--- src/rtl/fetch_stage.sv ---
// Instruction fetch stage and IF/ID register: owns the PC, talks to a
// variable-latency instruction memory, and rides out stalls with a skid slot.
//
// Ports:
//   clk         clock, all state on rising edge
//   rst         synchronous active-low reset
//   stall       hazard unit asks to hold IF/ID
//   redirect    execute redirect (taken branch/jump/return)
//   redirectPc  redirect target, valid with redirect
//   imemReq     fetch request (level, combinational)
//   imemAddr    fetch address (= PC)
//   imemData    fetched word, valid with imemDone
//   imemDone    memory completes the request this cycle
//   instrOut    IF/ID instruction
//   nextPcOut   IF/ID PC+2 of instrOut
//   validOut    instrOut is real (0 = bubble)
//   err         sticky error flag
module fetch_stage (
  input  logic        clk,
  input  logic        rst,
  input  logic        stall,
  input  logic        redirect,
  input  logic [15:0] redirectPc,
  output logic        imemReq,
  output logic [15:0] imemAddr,
  input  logic [15:0] imemData,
  input  logic        imemDone,
  output logic [15:0] instrOut,
  output logic [15:0] nextPcOut,
  output logic        validOut,
  output logic        err
);

  localparam logic [0:0]  FETCH  = 1'b0;
  localparam logic [0:0]  HALTED = 1'b1;
  localparam logic [15:0] NOP    = 16'h0800;

  logic [0:0]  state;
  logic [15:0] pc;
  logic [15:0] pc_inc;
  logic [15:0] buf_instr;
  logic [15:0] buf_npc;
  logic        buf_valid;

  logic        accept;
  logic        is_halt;
  logic        spurious;
  logic        hold;
  logic        run;

  always_comb begin
    imemReq  = (state == FETCH) & ~buf_valid & ~redirect;
    imemAddr = pc;
    pc_inc   = pc + 16'd2;
    accept   = imemReq & imemDone;
    is_halt  = (imemData[15:11] == 5'b00000);
    // A completion nobody asked for; a redirect cycle drops it silently.
    spurious = imemDone & ~imemReq & ~redirect;
    hold     = stall & ~redirect;
    run      = ~stall & ~redirect;
  end

  always_ff @(posedge clk) begin
    if (!rst) begin
      pc <= 16'h0000;
    end else if (redirect) begin
      pc <= {redirectPc[15:1], 1'b0};
    end else if (accept) begin
      pc <= pc_inc;
    end
  end

  // The halt may sit on a squashed path, so only
  // reset or redirect return to FETCH.
  always_ff @(posedge clk) begin
    if (!rst) begin
      state <= FETCH;
    end else if (redirect) begin
      state <= FETCH;
    end else if (accept & is_halt) begin
      state <= HALTED;
    end
  end

  // Skid slot: fills only while stalled; requests
  // are blocked while it is full, so depth 1 is enough.
  always_ff @(posedge clk) begin
    if (!rst) begin
      buf_valid <= 1'b0;
      buf_instr <= NOP;
      buf_npc   <= 16'h0000;
    end else begin
      unique case (1'b1)
        redirect: begin
          buf_valid <= 1'b0;
        end
        hold: begin
          if (accept) begin
            buf_instr <= imemData;
            buf_npc   <= pc_inc;
            buf_valid <= 1'b1;
          end
        end
        run: begin
          buf_valid <= 1'b0;
        end
      endcase
    end
  end

  always_ff @(posedge clk) begin
    if (!rst) begin
      instrOut  <= NOP;
      nextPcOut <= 16'h0000;
      validOut  <= 1'b0;
    end else begin
      unique case (1'b1)
        redirect: begin
          instrOut <= NOP;
          validOut <= 1'b0;
        end
        hold: begin
        end
        run: begin
          if (buf_valid) begin
            instrOut  <= buf_instr;
            nextPcOut <= buf_npc;
            validOut  <= 1'b1;
          end else if (accept) begin
            instrOut  <= imemData;
            nextPcOut <= pc_inc;
            validOut  <= 1'b1;
          end else begin
            instrOut <= NOP;
            validOut <= 1'b0;
          end
        end
      endcase
    end
  end

  always_ff @(posedge clk) begin
    if (!rst) begin
      err <= 1'b0;
    end else if ((redirect & redirectPc[0]) | spurious) begin
      err <= 1'b1;
    end
  end

endmodule

--- config.mk ---
export PLATFORM = sky130hd
export DESIGN_NAME = fetch_stage
export DESIGN_NICKNAME = d
export VERILOG_FILES = /design/src/rtl/fetch_stage.sv
export SDC_FILE = /design/constraint.sdc
export NUM_CORES = 1
export LEC_CHECK = 0
export ABC_AREA = 1
export BUFFER_PORTS_ARGS = -buffer_cell sky130_fd_sc_hd__buf_2
export CAP_MARGIN = 40
export CORE_ASPECT_RATIO = 2
export CORE_MARGIN = 5
export CORE_UTILIZATION = 45
export DETAILED_ROUTE_END_ITERATION = 16
export MAX_ROUTING_LAYER = met4
export PLACE_DENSITY = 0.69
export SETUP_SLACK_MARGIN = 0.02
export SYNTH_ARGS = -nofsm -noshare
export SYNTH_HDL_FRONTEND = slang
export SYNTH_SLANG_ARGS = --single-unit
--- constraint.sdc ---
create_clock -name clk -period 2.4 [get_ports clk]
set_clock_uncertainty 0.2 [all_clocks]
set_input_delay 0.48 -clock clk [delete_from_list [all_inputs] [get_ports clk]]
set_output_delay 0.48 -clock clk [all_outputs]
set_load 0.01 [all_outputs]
* Word-level counts from Yosys, hierarchy flattened *
Cells that the tools add are included.

word-level totals
  register bits after elaboration = 84
  input bits = 37
  output and inout port bits = 51
  logic and storage cells = 48

cells by class
  add/sub/neg operators = 1
  equality and inequality tests = 1
  mux-type cells = 12
  bitwise gates (word level) = 16
  reductions and logical operators = 8

operator list
  kind                     number
  $mux W16                 6
  $pmux W16 S2             1
  $add A16 B2 Y16 const B  1
  $and A1 B1 Y1            9
  $not A1 Y1               6
  $reduce_bool A2 Y1       3
  $logic_not A5 Y1         1
  $pmux W1 S2              2
  $reduce_and A2 Y1        2
  $reduce_or A2 Y1         2
  $mux W1                  3
  $ne A2 B2 Y1 const B     1
  $or A1 B1 Y1             1

* Depth between registers and ports, before layout *
  depth after elaboration = 7
  depth in mapped cells = 10
  mapped depth without buffers = 10

* Worst setup path before layout *
OpenSTA, ideal clock, no wires.

  path type = register to register
  from = register pc[1] (netlist: imemAddr[1])
  to = register nextPcOut[9]
  library setup time = 0.056 ns
  data arrival time = 1.426 ns
  data required time = 2.144 ns
  setup slack = 0.718 ns
  cell stages (with the launch flop) = 10
  path buffers = 0
  period minus slack after synthesis = 1.682 ns
  cell sequence = dfxtp_1 > ha_1 > nand2_1 > nor2_1 > nand2_1 > xnor2_1 > nand2_1 > nand2_1 > nand2_1 > inv_1

between the ends
  word-level cells in the longest chain between the ends = 3

RTL lines
  element                 RTL line  text
  start, declared         39        logic [15:0] pc;
  start signal, assigned  67        pc <= {redirectPc[15:1], 1'b0};
  start signal, assigned  69        pc <= pc_inc;
  $add A16 B2 Y16         54        pc_inc = pc + 16'd2;
  $mux W16                129       end else if (accept) begin
  $mux W16                125       if (buf_valid) begin
  end signal, assigned    127       nextPcOut <= buf_npc;
  end signal, assigned    131       nextPcOut <= pc_inc;
  end, declared           29        output logic [15:0] nextPcOut,

Every way passes these cells. The select of a mux whose other input is x is not followed.
A chain may end at the register's enable or synchronous reset.

* Final worst setup path *
  from = register buf_valid
  to = register buf_instr[1]

between the ends
  word-level cells in the longest chain between the ends = 5

RTL lines
  element                      RTL line  text
  start, declared              43        logic buf_valid;
  start signal, assigned       89        buf_valid <= 1'b0;
  start signal, assigned       95        buf_valid <= 1'b0;
  start signal, assigned       101       buf_valid <= 1'b1;
  $not A1 Y1                   52        imemReq = (state == FETCH) & ~buf_valid & ~redirect;
  $and A1 B1 Y1 (2 in series)  52
  $and A1 B1 Y1                55        accept = imemReq & imemDone;
  $reduce_and A2 Y1 (no line)  --
  end signal, assigned         99        buf_instr <= imemData;
  end, declared                41        logic [15:0] buf_instr;

Every way passes these cells.

==> results.yml <==
run_status:
  status: "finished, final reports clean"
setup_path:
  cp-end-kind: "flop"
  crit_fanout: 32
  regToRegSetupSlack_ns: 0.37
  crit_type: "flop to flop"
  crit_arrival_ns: 2.04
  startpoint_type: "flop"
  worstPathRequired_ns: 2.41
route:
  drc: 0
  wl_um: 10100
  first_iter_violations: 253
  wl_per_cell_um: 14.2
  first_pass_iters: 4
  vias: 3673
  ant_nets: 0
  vias_per_cell: 5.18
die:
  fp.dieH_um: 140
  start_util_pct: 46.0
  fp.dieW_um: 74.9
  die_area_um2: 10500
  rows: 47
  pin_count: 88
  core_um2: 8230
global_routing:
  grt_pass1_wl_um: 16300
  gr-usage-all-layers_pct: 20.5
  antenna_found_initial: 0
  grt.overflow.total: 0
  grt_pass1_vias: 3486
  grt_max_degree: 33
job:
  maxCapViolCount: 0
clock_network:
  cts_buffer_depth: 2
  clk_pin_slew_worst_paths_ns: 0.06
  cts_root_buffer: "clkbuf_16"
  cts_sinks: 81
  cts_tree: "yes"
  post_cts_resized: 0
  cts-buffers-inserted: 9
  cts_hold_buf: 0
  worstSkewPairLatency_ns: 0.34
  h-tree-depth: 3
  post_cts.repair.setup_buffers: 0
sta:
  finalHoldViolations: 0
  setup_ws_ns: 0.370
  worst_slew_pin_slew_ns: 0.516
  setup_tns_ns: 0
  slew_headroom_pct: 65.6
  max_freq_mhz: 493
  fin_crit_ns: 2.03
  setup_violations: 0
  post-route-period-util_pct: 84.6
  maxSlewViolCount: 0
  rsz0062_at_grt: "no"
final_layout:
  final_common_cell: "nand2_1"
  drive_above_1_share_pct: 20.3
  fillers: 842
  layout.nets: 645
  n_antenna_cell: 0
  instances_no_fill: 709
  layout_common_cells: "nand2_1, buf_2, dfxtp_1"
  area_growth_pct: 21.2
  post-route-cell-area_um2: 4590
placed_design:
  placed_cell_area_um2: 4260
  gp_congestion: 0.923
  post-place-ws_ns: 0.231
  dp_cells: 694
  dp_hpwl_um: 7360
  io_buffers: 85
synthesis:
  netlist_area_um2: 3780
  netlist_instances: 530
  avgSynthCellArea_um2: 7.14
  ys_seq_elements: 81
  synth_seq_area_share_pct: 42.8
  synth_enable_flop_cells: 0
  synth_ff_type: "dfxtp_1"
  synth.distinct_cells: 37
  async_reset_ff_share_pct: 0
  ys_warn_count: 0
worst_hold_path:
  min_path_type: "input port to flop"
pwr:
  p_leak_uw: 0.00214
  power_density_nw_per_um2: 718
  ir_drop_mv: 0.384
-- registers in the layout, summed over array words and instances (netlist names) --
| name | flops |
|---|---|
| buf_instr | 16 |
| instrOut | 16 |
| buf_npc | 15 |
| imemAddr | 15 |
| nextPcOut | 15 |
| buf_valid | 1 |
| err | 1 |
| state | 1 |
| validOut | 1 |
-- final timing paths --
kind	start	end	cells past startpoint
min	imemData[2]	buf_instr[2]	3
max	buf_valid	buf_instr[1]	6
min reg2reg	buf_instr[5]	buf_instr[5]	2
max reg2reg	buf_valid	buf_instr[1]	6
-- Yosys cell counts (all sizes together) (6+ instances only) --
cell type	number	area (um2)
o21a	6	45.0
nand2	156	596
a21oi	57	285
o21ai	37	185
a21boi	14	105
dfxtp	81	1620
nor2	44	190
inv	42	158
buf	19	141
clkbuf	13	48.8
o31ai	8	73.8
nand3	31	178
-- through the flow --
step | util [%] | total power, uW | hold slack (ns)
after floorplan | - | 1680 | 0.225
after global placement | 51.5 | 1800 | 0.237
after detailed placement | 51.7 | 1800 | 0.238
after CTS | 55.7 | 3310 | 0.182
after global routing | 55.7 | 3410 | 0.210
final | 55.7 | 3290 | 0.183
-- layout make-up --
cell class                 instances  area (um2)  share of cell area [%]
tap                               98         123                    2.67
inverter                          43         161                    3.52
clock buffer                      13         270                    5.89
sequential                        81        1620                    35.4
timing repair buffer              97         536                    11.7
multi-input combinational        375        1820                    39.6
clock inverter                     2        60.1                    1.31
-- routing by layer --
layer	up-vias	GRT usage (%)	routed length [um]
met2	91	35.7	5420
met1	1690	22.2	3940
li1	1868	-	-
met4	0	9.19	281
met5	-	-	0
met3	24	2.74	434
-- where the power goes --
part / switching (uW) / leakage, uW / internal (uW)
Clock: 530 / 0.000162 / 991
Sequential: 41.2 / 0.000660 / 1400
Combinational: 204 / 0.00131 / 127
Total: 776 / 0.00214 / 2520
-- critical path, stage by stage (launching register included) --
cell and delay (ns):
dfxtp_1 0.41, nor2_4 0.20, nand3_4 0.13, nor2_4 0.32
inv_2 0.32, o21ai_0 0.26, a21oi_1 0.06
-- logic make-up after synthesis --
logic type,after synthesis,share of synthesized area (%)
other cells,1,0.0991
simple gates,237,26.4
fa+ha+maj,1,0.331
xor+xnor,7,1.62
buf+inv,75,9.29
flops,81,42.8
compound gates,128,19.4
No activity file was read; power rests on OpenSTA's default activity.
